$ cat src/rtl/cpu_sequencer.sv
// Multi-cycle instruction sequencer: fetch handshake, stage counter, PC and issue register.
// Defining CPU_SEQ_PERF_COUNTERS_EN adds the cycle_count and retired_count counters.
module cpu_sequencer #(
  parameter int XLEN = 32,
  parameter int PC_WIDTH = 32,
  parameter int NUM_STAGES = 5,
  parameter int PC_STEP = 1,
  parameter logic [PC_WIDTH-1:0] RESET_PC = '0,
  localparam int SW = (NUM_STAGES > 2) ? $clog2(NUM_STAGES) : 1
) (
  input  logic                clk,
  input  logic                rst,
  output logic                mem_req,
  output logic [PC_WIDTH-1:0] mem_addr,
  input  logic                mem_ready,
  input  logic [XLEN-1:0]     mem_rdata,
  input  logic                mem_rvalid,
  input  logic                ex_busy,
  input  logic                jump_taken,
  input  logic [PC_WIDTH-1:0] jump_target,
  input  logic                halt_req,
  output logic [SW-1:0]       stage,
  output logic [XLEN-1:0]     instr,
  output logic [PC_WIDTH-1:0] pc,
  output logic                instr_valid,
  output logic                retire,
  output logic                halted
`ifdef CPU_SEQ_PERF_COUNTERS_EN
  ,
  output logic [31:0]         cycle_count,
  output logic [31:0]         retired_count
`endif
);

  typedef enum logic [1:0] {FETCH_REQ, FETCH_WAIT, EXEC, HALTED} state_t;

  localparam logic [SW-1:0]       LAST_STAGE = SW'(NUM_STAGES - 1);
  localparam logic [PC_WIDTH-1:0] PC_INC     = PC_WIDTH'(PC_STEP);

  state_t state;
  logic   last_stage;

  assign mem_req    = (state == FETCH_REQ);
  assign mem_addr   = pc;
  assign last_stage = (stage == LAST_STAGE);
  assign retire     = (state == EXEC) && last_stage && !ex_busy;

  always_ff @(posedge clk or posedge rst) begin
    if (rst) begin
      state       <= FETCH_REQ;
      pc          <= RESET_PC;
      instr       <= '0;
      stage       <= '0;
      instr_valid <= 1'b0;
      halted      <= 1'b0;
    end else begin
      case (state)
        FETCH_REQ: begin
          if (mem_ready) state <= FETCH_WAIT;
        end
        FETCH_WAIT: begin
          if (mem_rvalid) begin
            instr       <= mem_rdata;
            stage       <= SW'(1);
            instr_valid <= 1'b1;
            state       <= EXEC;
          end
        end
        EXEC: begin
          if (!ex_busy) begin
            if (!last_stage) begin
              stage <= stage + SW'(1);
            end else begin
              // Completion: halt wins over jump, jump wins over sequential flow.
              stage       <= '0;
              instr_valid <= 1'b0;
              if (halt_req) begin
                state  <= HALTED;
                halted <= 1'b1;
              end else begin
                state <= FETCH_REQ;
                pc    <= jump_taken ? jump_target : pc + PC_INC;
              end
            end
          end
        end
        HALTED: begin
          state <= HALTED;
        end
        default: state <= FETCH_REQ;
      endcase
    end
  end

`ifdef CPU_SEQ_PERF_COUNTERS_EN
  always_ff @(posedge clk or posedge rst) begin
    if (rst) begin
      cycle_count   <= '0;
      retired_count <= '0;
    end else begin
      if (!halted) cycle_count <= cycle_count + 32'd1;
      if (retire) retired_count <= retired_count + 32'd1;
    end
  end
`endif

endmodule

$ cat config.mk
export PLATFORM = sky130hd
export DESIGN_NAME = cpu_sequencer
export DESIGN_NICKNAME = d
export VERILOG_FILES = /design/src/rtl/cpu_sequencer.sv
export SDC_FILE = /design/constraint.sdc
export NUM_CORES = 1
export LEC_CHECK = 0
export BUFFER_PORTS_ARGS = -buffer_cell sky130_fd_sc_hd__buf_4
export CORE_ASPECT_RATIO = 1.75
export CORE_MARGIN = 2
export CORE_UTILIZATION = 51
export DETAILED_ROUTE_END_ITERATION = 8
export PLACE_DENSITY_LB_ADDON = 0.25
export SLEW_MARGIN = 5
export SYNTH_ARGS = -nofsm -noshare
export SYNTH_HDL_FRONTEND = slang
export SYNTH_SLANG_ARGS = --single-unit
$ cat constraint.sdc
create_clock -name clk -period 5.7 [get_ports clk]
set_clock_uncertainty 0.15 [all_clocks]
set_input_delay 0.285 -clock clk [delete_from_list [all_inputs] [get_ports clk]]
set_output_delay 0.285 -clock clk [all_outputs]
set_load 0.01 [all_outputs]
==> impl_metrics.env, run 1 <==
export IMPL_avgViaCountPerCell=5.825
export IMPL_fp_row_count=42
export IMPL_wl_per_cell_um=17.25
export IMPL_timing_critical_path_fanout_max=37
export IMPL_post_synth_instance_area_um2=3905
export IMPL_post_synth_edffs=0
export IMPL_required_ns=5.75
export IMPL_max_slew_worst_pin_slew_ns=1.153
export IMPL_floorplan_die_width_um=70.15
export IMPL_path_depth=5
export IMPL_clockBufferDepth=2
export IMPL_global_route_overflow_total=0
export IMPL_cts_repair_resize_count=0
export IMPL_dr_pass1_iters=4
export IMPL_final_hold_fails=0
export IMPL_drt_antenna_violating_nets=0
export IMPL_syn_nets=472
export IMPL_cts_hold_fix_buffers=0
export IMPL_rsz0062_at_grt="no"
export IMPL_max_freq_mhz=359.4
export IMPL_ir_drop_mv=0.2694
export IMPL_io_pins=174
export IMPL_grt_first_pass_wirelength_mm=17.07
export IMPL_drive_gt1_frac=0.4401
export IMPL_final_min_period_over_clock_period=0.4881
export IMPL_post_cts_repair_setup_buffers=0
export IMPL_setup_worst_path_class="flip-flop to flip-flop"
export IMPL_power_per_cell_area_nw_per_um2=356.0
export IMPL_first_global_vias=3579
export IMPL_clockRootBuffer="clkbuf_16"
export IMPL_n_antenna_cell=0
export IMPL_core_area_um2=7515
export IMPL_critical_path_top_delay_family="simple AND/OR/NAND/NOR gates"
export IMPL_async_reset_ff_frac=1.000
export IMPL_worstPathCellList="or3b_1 -> or3_1 -> nor2_1 -> nand3_1 -> nor3b_1"
export IMPL_hpwl_mm=7.682
export IMPL_netlist_cell_type_count=55
export IMPL_setup_viol=0
export IMPL_sequentialPowerShare=0.376
export IMPL_cts_num_sinks=71
export IMPL_synth_cells=398
export IMPL_power_uw=1906
export IMPL_yosys_register_bits=71
export IMPL_p_int_uw=1369
export IMPL_cts_buffers_inserted=9
export IMPL_hold_worst_slack_ns=0.03275
export IMPL_top_library_cells_by_usage_in_the_layout_fill_and_taps_aside="buf_4 (176), dfrtp_1 (71), mux2_2 (33), o21ai_0 (31), nand2_1 (27)"
export IMPL_timing_critical_path_slowest_cell_delay_ns=0.82
export IMPL_insertion_delay_ns=0.33
export IMPL_fin_util=0.7125
export IMPL_worstPathArrival_ns=2.84
export IMPL_min_period_ns=2.782
export IMPL_slew_headroom=0.2313
export IMPL_synth_warning_count=0
export IMPL_worstSetupStartpointType="flip-flop"
export IMPL_grt_usage=0.2558
export IMPL_worst_hold_path_type="input port to flip-flop"
export IMPL_worst_path_buf_inv=0
export IMPL_setup_tns_ns=0
export IMPL_drt_first_iter_violations=283
export IMPL_tritoncts_clock_tree="built"
export IMPL_final_common_cell="buf_4"
export IMPL_clkSlewWorstSetupHoldPaths_ns=0.06
export IMPL_depth_of_the_cts_h_tree=3
export IMPL_syn_area_per_cell_um2=9.812
export IMPL_min_path_cells=2
export IMPL_port_buffers=173
export IMPL_critPathSlowestCell="or3_1"
export IMPL_run_status="finished, final reports clean"
export IMPL_areaGrowthSynthToFinish_pct=37.10
export IMPL_synthFlopType="dfrtp_1"
export IMPL_total_switching_power_uw=537.2
export IMPL_clock_power_share=0.363
export IMPL_drt_drc_violations_left=0
export IMPL_reg2reg_depth=5
export IMPL_grt_start_max_net_pins=72
export IMPL_maxSlewViolCount=0
export IMPL_combPwrFrac=0.262
export IMPL_place_gp_congestion=0.8231
export IMPL_cap_viol_max_count=0
export IMPL_routed_wl_mm=10.73
export IMPL_die_y_um=119.8
export IMPL_finalNetCount=603
export IMPL_leakage_uw=0.002585
export IMPL_p_sw_frac=0.2818
export IMPL_sequential_share_of_the_synthesized_area=0.4550
export IMPL_antenna_violations_before_repair=0
export IMPL_die_area_um2=8400
export IMPL_setup_worst_path_end_class="flip-flop"
export IMPL_initial_core_util=0.5196
export IMPL_num_vias=3623
flip-flops by register name (all words and copies together), names as in the netlist:
name         cells
instr_valid      1
state            2
mem_addr        32
instr           32
stage            3
halted           1
power by group through the flow:
stage / combinational, uW / sequential, uW / clock [uW]
2_1_floorplan: 205 / 755 / 0
3_3_place_gp: 492 / 713 / 0
3_5_place_dp: 503 / 721 / 0
4_1_cts: 505 / 715 / 701
5_1_grt: 542 / 732 / 724
6_report: 499 / 716 / 691
cell families (layout without fill, tap and decap cells):
kind of cell | Yosys count | count (layout) | synth area share
buf+inv | 65 | 201 | 0.1003
flops | 71 | 71 | 0.4550
mux | 35 | 35 | 0.1003
fa+ha+maj | 3 | 3 | 0.009613
compound gates | 98 | 98 | 0.1567
simple gates | 126 | 126 | 0.1782
worst reg2reg max path, stage by stage (launching register included):
cell and delay [ns]:
dfrtp_1 0.47, or3b_1 0.51, or3_1 0.82, nor2_1 0.45
nand3_1 0.10, nor3b_1 0.16
per-layer routing:
layer / global-route usage / wire [um]
met5: 0 / 0
met4: 0.1046 / 246
met3: 0.06717 / 740
met2: 0.4595 / 5826
met1: 0.2821 / 3919
area by class of cell:
class,instances,area (um^2)
Clock buffer,9,225.2
Clock inverter,7,145.1
Fill cell,590,2161
Inverter,9,33.78
Multi-Input combinational cell,262,1742
Sequential cell,71,1777
Tap cell,88,110.1
Timing Repair Buffer,176,1321
Yosys cell counts (11+ instances only):
| cell type | number | area, um^2 |
|---|---|---|
| a21oi_1 | 26 | 130.1 |
| and3_1 | 13 | 81.33 |
| buf_4 | 33 | 247.7 |
| clkbuf_1 | 11 | 41.29 |
| dfrtp_1 | 71 | 1777 |
| mux2_2 | 33 | 371.6 |
| nand2_1 | 27 | 101.4 |
| nand3_1 | 13 | 65.06 |
| nor2_1 | 17 | 63.81 |
| nor3_1 | 12 | 60.06 |
| o21ai_0 | 31 | 155.2 |
per-stage QoR:
step / setup WS (ns) / std cells / cell area (um^2)
3_5_place_dp: 2.931 / 606 / 4984
6_report: 2.918 / 622 / 5354
5_1_grt: 2.713 / 622 / 5354
2_1_floorplan: 3.468 / 398 / 3905
3_3_place_gp: 3.019 / 606 / 4984
4_1_cts: 2.899 / 622 / 5354
worst paths after layout:
kind	from	end	slack (ns)
worst max-delay path	state[1]	mem_addr[25]	2.92
min in group asynchronous	rst	instr[3]	0.09
worst min register to register	halted	halted	0.34
max in group asynchronous	rst	instr[2]	4.70
worst max register to register	state[1]	mem_addr[25]	2.92
worst min-delay path	mem_rdata[10]	instr[10]	0.03
Power figures use the tool's default switching activity.
==> inputs of run 2 (changes only) <==
- CORE_UTILIZATION: 51 -> 48
- clock period: 5.7 -> 2.61 ns (I/O delays scaled with it)
==> impl_metrics.env, run 2 (same netlist as run 1, synthesis figures left out) <==
export IMPL_run_status="finished, final reports clean"
export IMPL_worst_hold_path_type="input port to flip-flop"
export IMPL_wl_per_cell_um=17.75
export IMPL_grt_first_pass_wirelength_mm=19.08
export IMPL_setup_worst_path_class="flip-flop to flip-flop"
export IMPL_drt_drc_violations_left=0
export IMPL_hpwl_mm=7.940
export IMPL_p_sw_frac=0.3105
export IMPL_drt_first_iter_violations=319
export IMPL_rsz0062_at_grt="no"
export IMPL_max_slew_worst_pin_slew_ns=0.5849
export IMPL_total_switching_power_uw=1243
export IMPL_clockBufferDepth=2
export IMPL_final_min_period_over_clock_period=0.9453
export IMPL_num_vias=3914
export IMPL_ir_drop_mv=0.5271
export IMPL_depth_of_the_cts_h_tree=3
export IMPL_finalNetCount=668
export IMPL_min_path_cells=4
export IMPL_power_per_cell_area_nw_per_um2=675.2
export IMPL_worstSetupStartpointType="flip-flop"
export IMPL_tritoncts_clock_tree="built"
export IMPL_setup_slack_ns=0.1427
export IMPL_reg2reg_to="mem_addr[26]"
export IMPL_worstPathArrival_ns=2.57
export IMPL_reg2reg_depth=6
export IMPL_final_common_cell="buf_4"
export IMPL_leakage_uw=0.002820
export IMPL_clock_power_share=0.309
export IMPL_preCtsSetupSlack_ns=0.1439
export IMPL_setup_viol=0
export IMPL_antenna_violations_before_repair=0
export IMPL_avgViaCountPerCell=5.681
export IMPL_n_antenna_cell=0
export IMPL_initial_core_util=0.4938
export IMPL_sequentialPowerShare=0.393
export IMPL_areaGrowthSynthToFinish_pct=51.87
export IMPL_place_area_um2=5051
export IMPL_cts_num_sinks=71
export IMPL_fillCellCount=556
export IMPL_clockRootBuffer="clkbuf_16"
export IMPL_dr_pass1_iters=5
export IMPL_grt_usage=0.2786
export IMPL_die_y_um=123.3
export IMPL_min_period_ns=2.467
export IMPL_slew_headroom=0.6065
export IMPL_r2r_slack_ns=0.14
export IMPL_required_ns=2.71
export IMPL_routed_wl_mm=12.23
export IMPL_insertion_delay_ns=0.34
export IMPL_first_global_vias=4008
export IMPL_maxSlewViolCount=0
export IMPL_combPwrFrac=0.298
export IMPL_die_area_um2=8901
export IMPL_port_buffers=173
export IMPL_top_library_cells_by_usage_in_the_layout_fill_and_taps_aside="buf_4 (182), dfrtp_1 (71), dlygate4sd3_1 (58), mux2_2 (33), o21ai_0 (31)"
export IMPL_drt_antenna_violating_nets=0
export IMPL_cap_viol_max_count=0
export IMPL_drive_gt1_frac=0.4040
export IMPL_stdcell_area_um2=5931
export IMPL_global_route_overflow_total=0
export IMPL_final_hold_fails=0
export IMPL_p_int_uw=2761
export IMPL_rr_startpoint="mem_addr[0]"
export IMPL_core_area_um2=7909
export IMPL_crit_start="mem_addr[0]"
export IMPL_io_pins=174
export IMPL_fp_row_count=43
export IMPL_power_uw=4004
export IMPL_clkSlewWorstSetupHoldPaths_ns=0.06
export IMPL_hold_worst_slack_ns=0.01628
export IMPL_floorplan_die_width_um=72.18
export IMPL_max_freq_mhz=405.3
export IMPL_setup_tns_ns=0
export IMPL_post_cts_repair_setup_buffers=0
export IMPL_cts_buffers_inserted=9
export IMPL_grt_start_max_net_pins=57
export IMPL_timing_critical_path_fanout_max=8
export IMPL_setup_worst_path_end_class="flip-flop"
export IMPL_place_gp_congestion=0.8751
export IMPL_min_delay_start="jump_target[18]"
export IMPL_hold_path_endpoint="mem_addr[18]"
[run 2: final cells by class]
| type | count | area (um^2) | share of cell area |
|---|---|---|---|
| clock inverters | 7 | 73.82 | 0.01245 |
| flip-flops and latches | 71 | 1777 | 0.2996 |
| multi-input cells | 262 | 1742 | 0.2937 |
| well taps | 90 | 112.6 | 0.01899 |
| repair buffers | 241 | 1967 | 0.3316 |
| clock buffers | 9 | 225.2 | 0.03797 |
| inverters | 9 | 33.78 | 0.005696 |
[run 2: per-layer routing]
| layer | routed length (um) | GRT usage | share of wire | up-vias |
|---|---|---|---|---|
| met5 | 0 | 0 | 0 | - |
| met4 | 486 | 0.1450 | 0.040 | 0 |
| met3 | 902 | 0.07987 | 0.074 | 39 |
| met2 | 6654 | 0.5000 | 0.54 | 179 |
| li1 | - | - | - | 1815 |
| met1 | 4188 | 0.2871 | 0.34 | 1881 |
[run 2: metrics by stage]
stage	cells	util
final	689	0.7499
after CTS	689	0.7499
after detailed placement	615	0.6387
after global placement	615	0.6387
after floorplan	398	-
after global routing	689	0.7499
[run 2: power by group through the flow]
stage               Combinational (uW)  Sequential, uW  Clock (uW)
floorplan                          448            1650           0
global placement                  1090            1560           0
detailed placement                1120            1580           0
CTS                               1190            1560        1240
global route                      1290            1610        1290
finish                            1190            1580        1240
[run 2: how the worst max path moves through the flow]
stage / end / slack [ns] / cells after the start
6_report: mem_addr[26] / 0.14 / 6
5_1_grt: mem_addr[26] / 0.0009 / 6
4_1_cts: mem_addr[26] / 0.13 / 6
3_5_place_dp: mem_addr[26] / 0.14 / 6
3_3_place_gp: mem_addr[26] / 0.23 / 6
2_1_floorplan: mem_addr[22] / 0.48 / 6
[run 2: worst max-delay path, cell delays in order, from the launching register on]
cell	delay, ns
dfrtp_1	0.46
ha_1	0.25
and3_1	0.31
nand3_1	0.23
nor4_1	0.60
a211oi_1	0.15
a211oi_1	0.23
[run 2: timing repair]
action | CTS | global route
hold endpoints to repair | 76 | 0
endpoints found under the setup margin | 0 | 0
resized for setup | 0 | 0
hold buffers | 58 | 0
==> inputs of run 3 (changes only) <==
- CORE_ASPECT_RATIO: 1.75 -> 1.5
==> impl_metrics.env, run 3 (same netlist as run 1, synthesis figures left out) <==
export IMPL_run_status="finished, final reports clean"
export IMPL_setup_viol=0
export IMPL_grt_usage=0.2808
export IMPL_clockRootBuffer="clkbuf_16"
export IMPL_insertion_delay_ns=0.33
export IMPL_clockBufferDepth=2
export IMPL_multi_input_area_um2=1742
export IMPL_setup_slack_ns=0.2886
export IMPL_dr_pass1_iters=4
export IMPL_avgViaCountPerCell=5.483
export IMPL_slew_headroom=0.5610
export IMPL_worstPathArrival_ns=2.41
export IMPL_hold_path_endpoint="mem_addr[13]"
export IMPL_port_buffers=173
export IMPL_fillCellCount=546
export IMPL_depth_of_the_cts_h_tree=3
export IMPL_core_area_um2=7958
export IMPL_clkSlewWorstSetupHoldPaths_ns=0.06
export IMPL_worst_hold_path_type="input port to flip-flop"
export IMPL_setup_tns_ns=0
export IMPL_ir_drop_mv=0.6184
export IMPL_global_route_overflow_total=0
export IMPL_rsz0062_at_grt="no"
export IMPL_grt_start_max_net_pins=72
export IMPL_place_gp_congestion=0.8625
export IMPL_routed_wl_mm=12.12
export IMPL_setup_worst_path_class="flip-flop to flip-flop"
export IMPL_r2r_slack_ns=0.29
export IMPL_first_global_vias=3989
export IMPL_floorplan_die_width_um=77.65
export IMPL_worstSetupStartpointType="flip-flop"
export IMPL_final_hold_fails=0
export IMPL_top_library_cells_by_usage_in_the_layout_fill_and_taps_aside="buf_4 (187), dfrtp_1 (71), dlygate4sd3_1 (58), mux2_2 (33), o21ai_0 (31)"
export IMPL_areaGrowthSynthToFinish_pct=54.44
export IMPL_min_delay_start="jump_target[13]"
export IMPL_power_per_cell_area_nw_per_um2=679.5
export IMPL_die_y_um=114.5
export IMPL_fp_row_count=40
export IMPL_io_pins=174
export IMPL_final_common_cell="buf_4"
export IMPL_leakage_uw=0.002869
export IMPL_cts_buffers_inserted=9
export IMPL_die_area_um2=8888
export IMPL_drt_first_iter_violations=341
export IMPL_cts_repair_resize_count=0
export IMPL_antenna_violations_before_repair=0
export IMPL_drt_antenna_violating_nets=0
export IMPL_initial_core_util=0.4907
export IMPL_n_antenna_cell=0
export IMPL_drive_gt1_frac=0.4099
export IMPL_max_freq_mhz=430.8
export IMPL_setup_worst_path_end_class="flip-flop"
export IMPL_reg2reg_to="mem_addr[26]"
export IMPL_required_ns=2.70
export IMPL_hpwl_mm=7.908
export IMPL_register_area_um2=1777
export IMPL_min_path_cells=3
export IMPL_tritoncts_clock_tree="built"
export IMPL_timing_critical_path_fanout_max=8
export IMPL_cap_viol_max_count=0
export IMPL_final_min_period_over_clock_period=0.8894
export IMPL_num_vias=3893
export IMPL_post_cts_repair_setup_buffers=0
export IMPL_drt_drc_violations_left=0
export IMPL_wl_per_cell_um=17.07
export IMPL_finalNetCount=674
export IMPL_cts_num_sinks=71
export IMPL_maxSlewViolCount=0
export IMPL_power_uw=4098
export IMPL_rr_startpoint="mem_addr[0]"
export IMPL_min_period_ns=2.321
export IMPL_max_slew_worst_pin_slew_ns=0.6586
export IMPL_grt_first_pass_wirelength_mm=19.66
export IMPL_reg2reg_depth=6
export IMPL_preCtsSetupSlack_ns=0.2938
run 3: changes by cell type in the layout (fill, tap and decap cells not counted), sizes merged:
cell      delta
clkinvlp     -2
bufinv       +1
buf          +6
clkinv       +1
run 3: worst max-delay path, stage by stage, from the launching register on:
cell,delay (ns)
dfrtp_1,0.47
ha_1,0.25
and3_1,0.22
nand3_1,0.20
nor4_1,0.54
a211oi_1,0.15
a211oi_1,0.24
run 3: final cells by class:
cell class              count  area share
multi-input cells         262      0.2888
inverters                   9    0.005602
clock buffers               9     0.03734
well taps                 105     0.02178
clock inverters             7     0.01618
flip-flops and latches     71      0.2946
repair buffers            247      0.3357
run 3: stage by stage:
step	std cells	hold slack, ns	instance area (um^2)	utilization
6_report	710	0.01080	6031	0.7579
5_1_grt	710	0.03870	6031	0.7579
4_1_cts	710	0.0006929	6031	0.7579
3_5_place_dp	636	0.1124	5127	0.6443
3_3_place_gp	636	0.1021	5127	0.6443
2_1_floorplan	398	0.09721	3905	-
run 3: layer usage:
layer	vias to the layer above	share of wire	GRT usage
met5	-	0	0
met4	0	0.017	0.08571
met3	20	0.080	0.08833
met2	163	0.54	0.5006
met1	1870	0.36	0.3188
li1	1840	-	-
run 3: timing repair:
item                       in CTS  in global routing
setup endpoints to repair       0                  0
hold endpoints to repair      129                  0
hold buffers                   58                  0
run 3: worst max path at each step:
stage | start | to | slack (ns) | depth (start not counted)
after floorplan | mem_addr[0] | mem_addr[22] | 0.48 | 6
after global placement | state[0] | mem_addr[29] | 0.34 | 5
after detailed placement | state[0] | mem_addr[29] | 0.29 | 5
after CTS | mem_addr[0] | mem_addr[26] | 0.27 | 6
after global routing | mem_addr[0] | mem_addr[26] | 0.02 | 6
final | mem_addr[0] | mem_addr[26] | 0.29 | 6
run 3: where the power goes:
group | switching [uW] | internal (uW)
clock network | 482 | 837
registers | 235 | 1340
logic | 515 | 686
total | 1230 | 2870
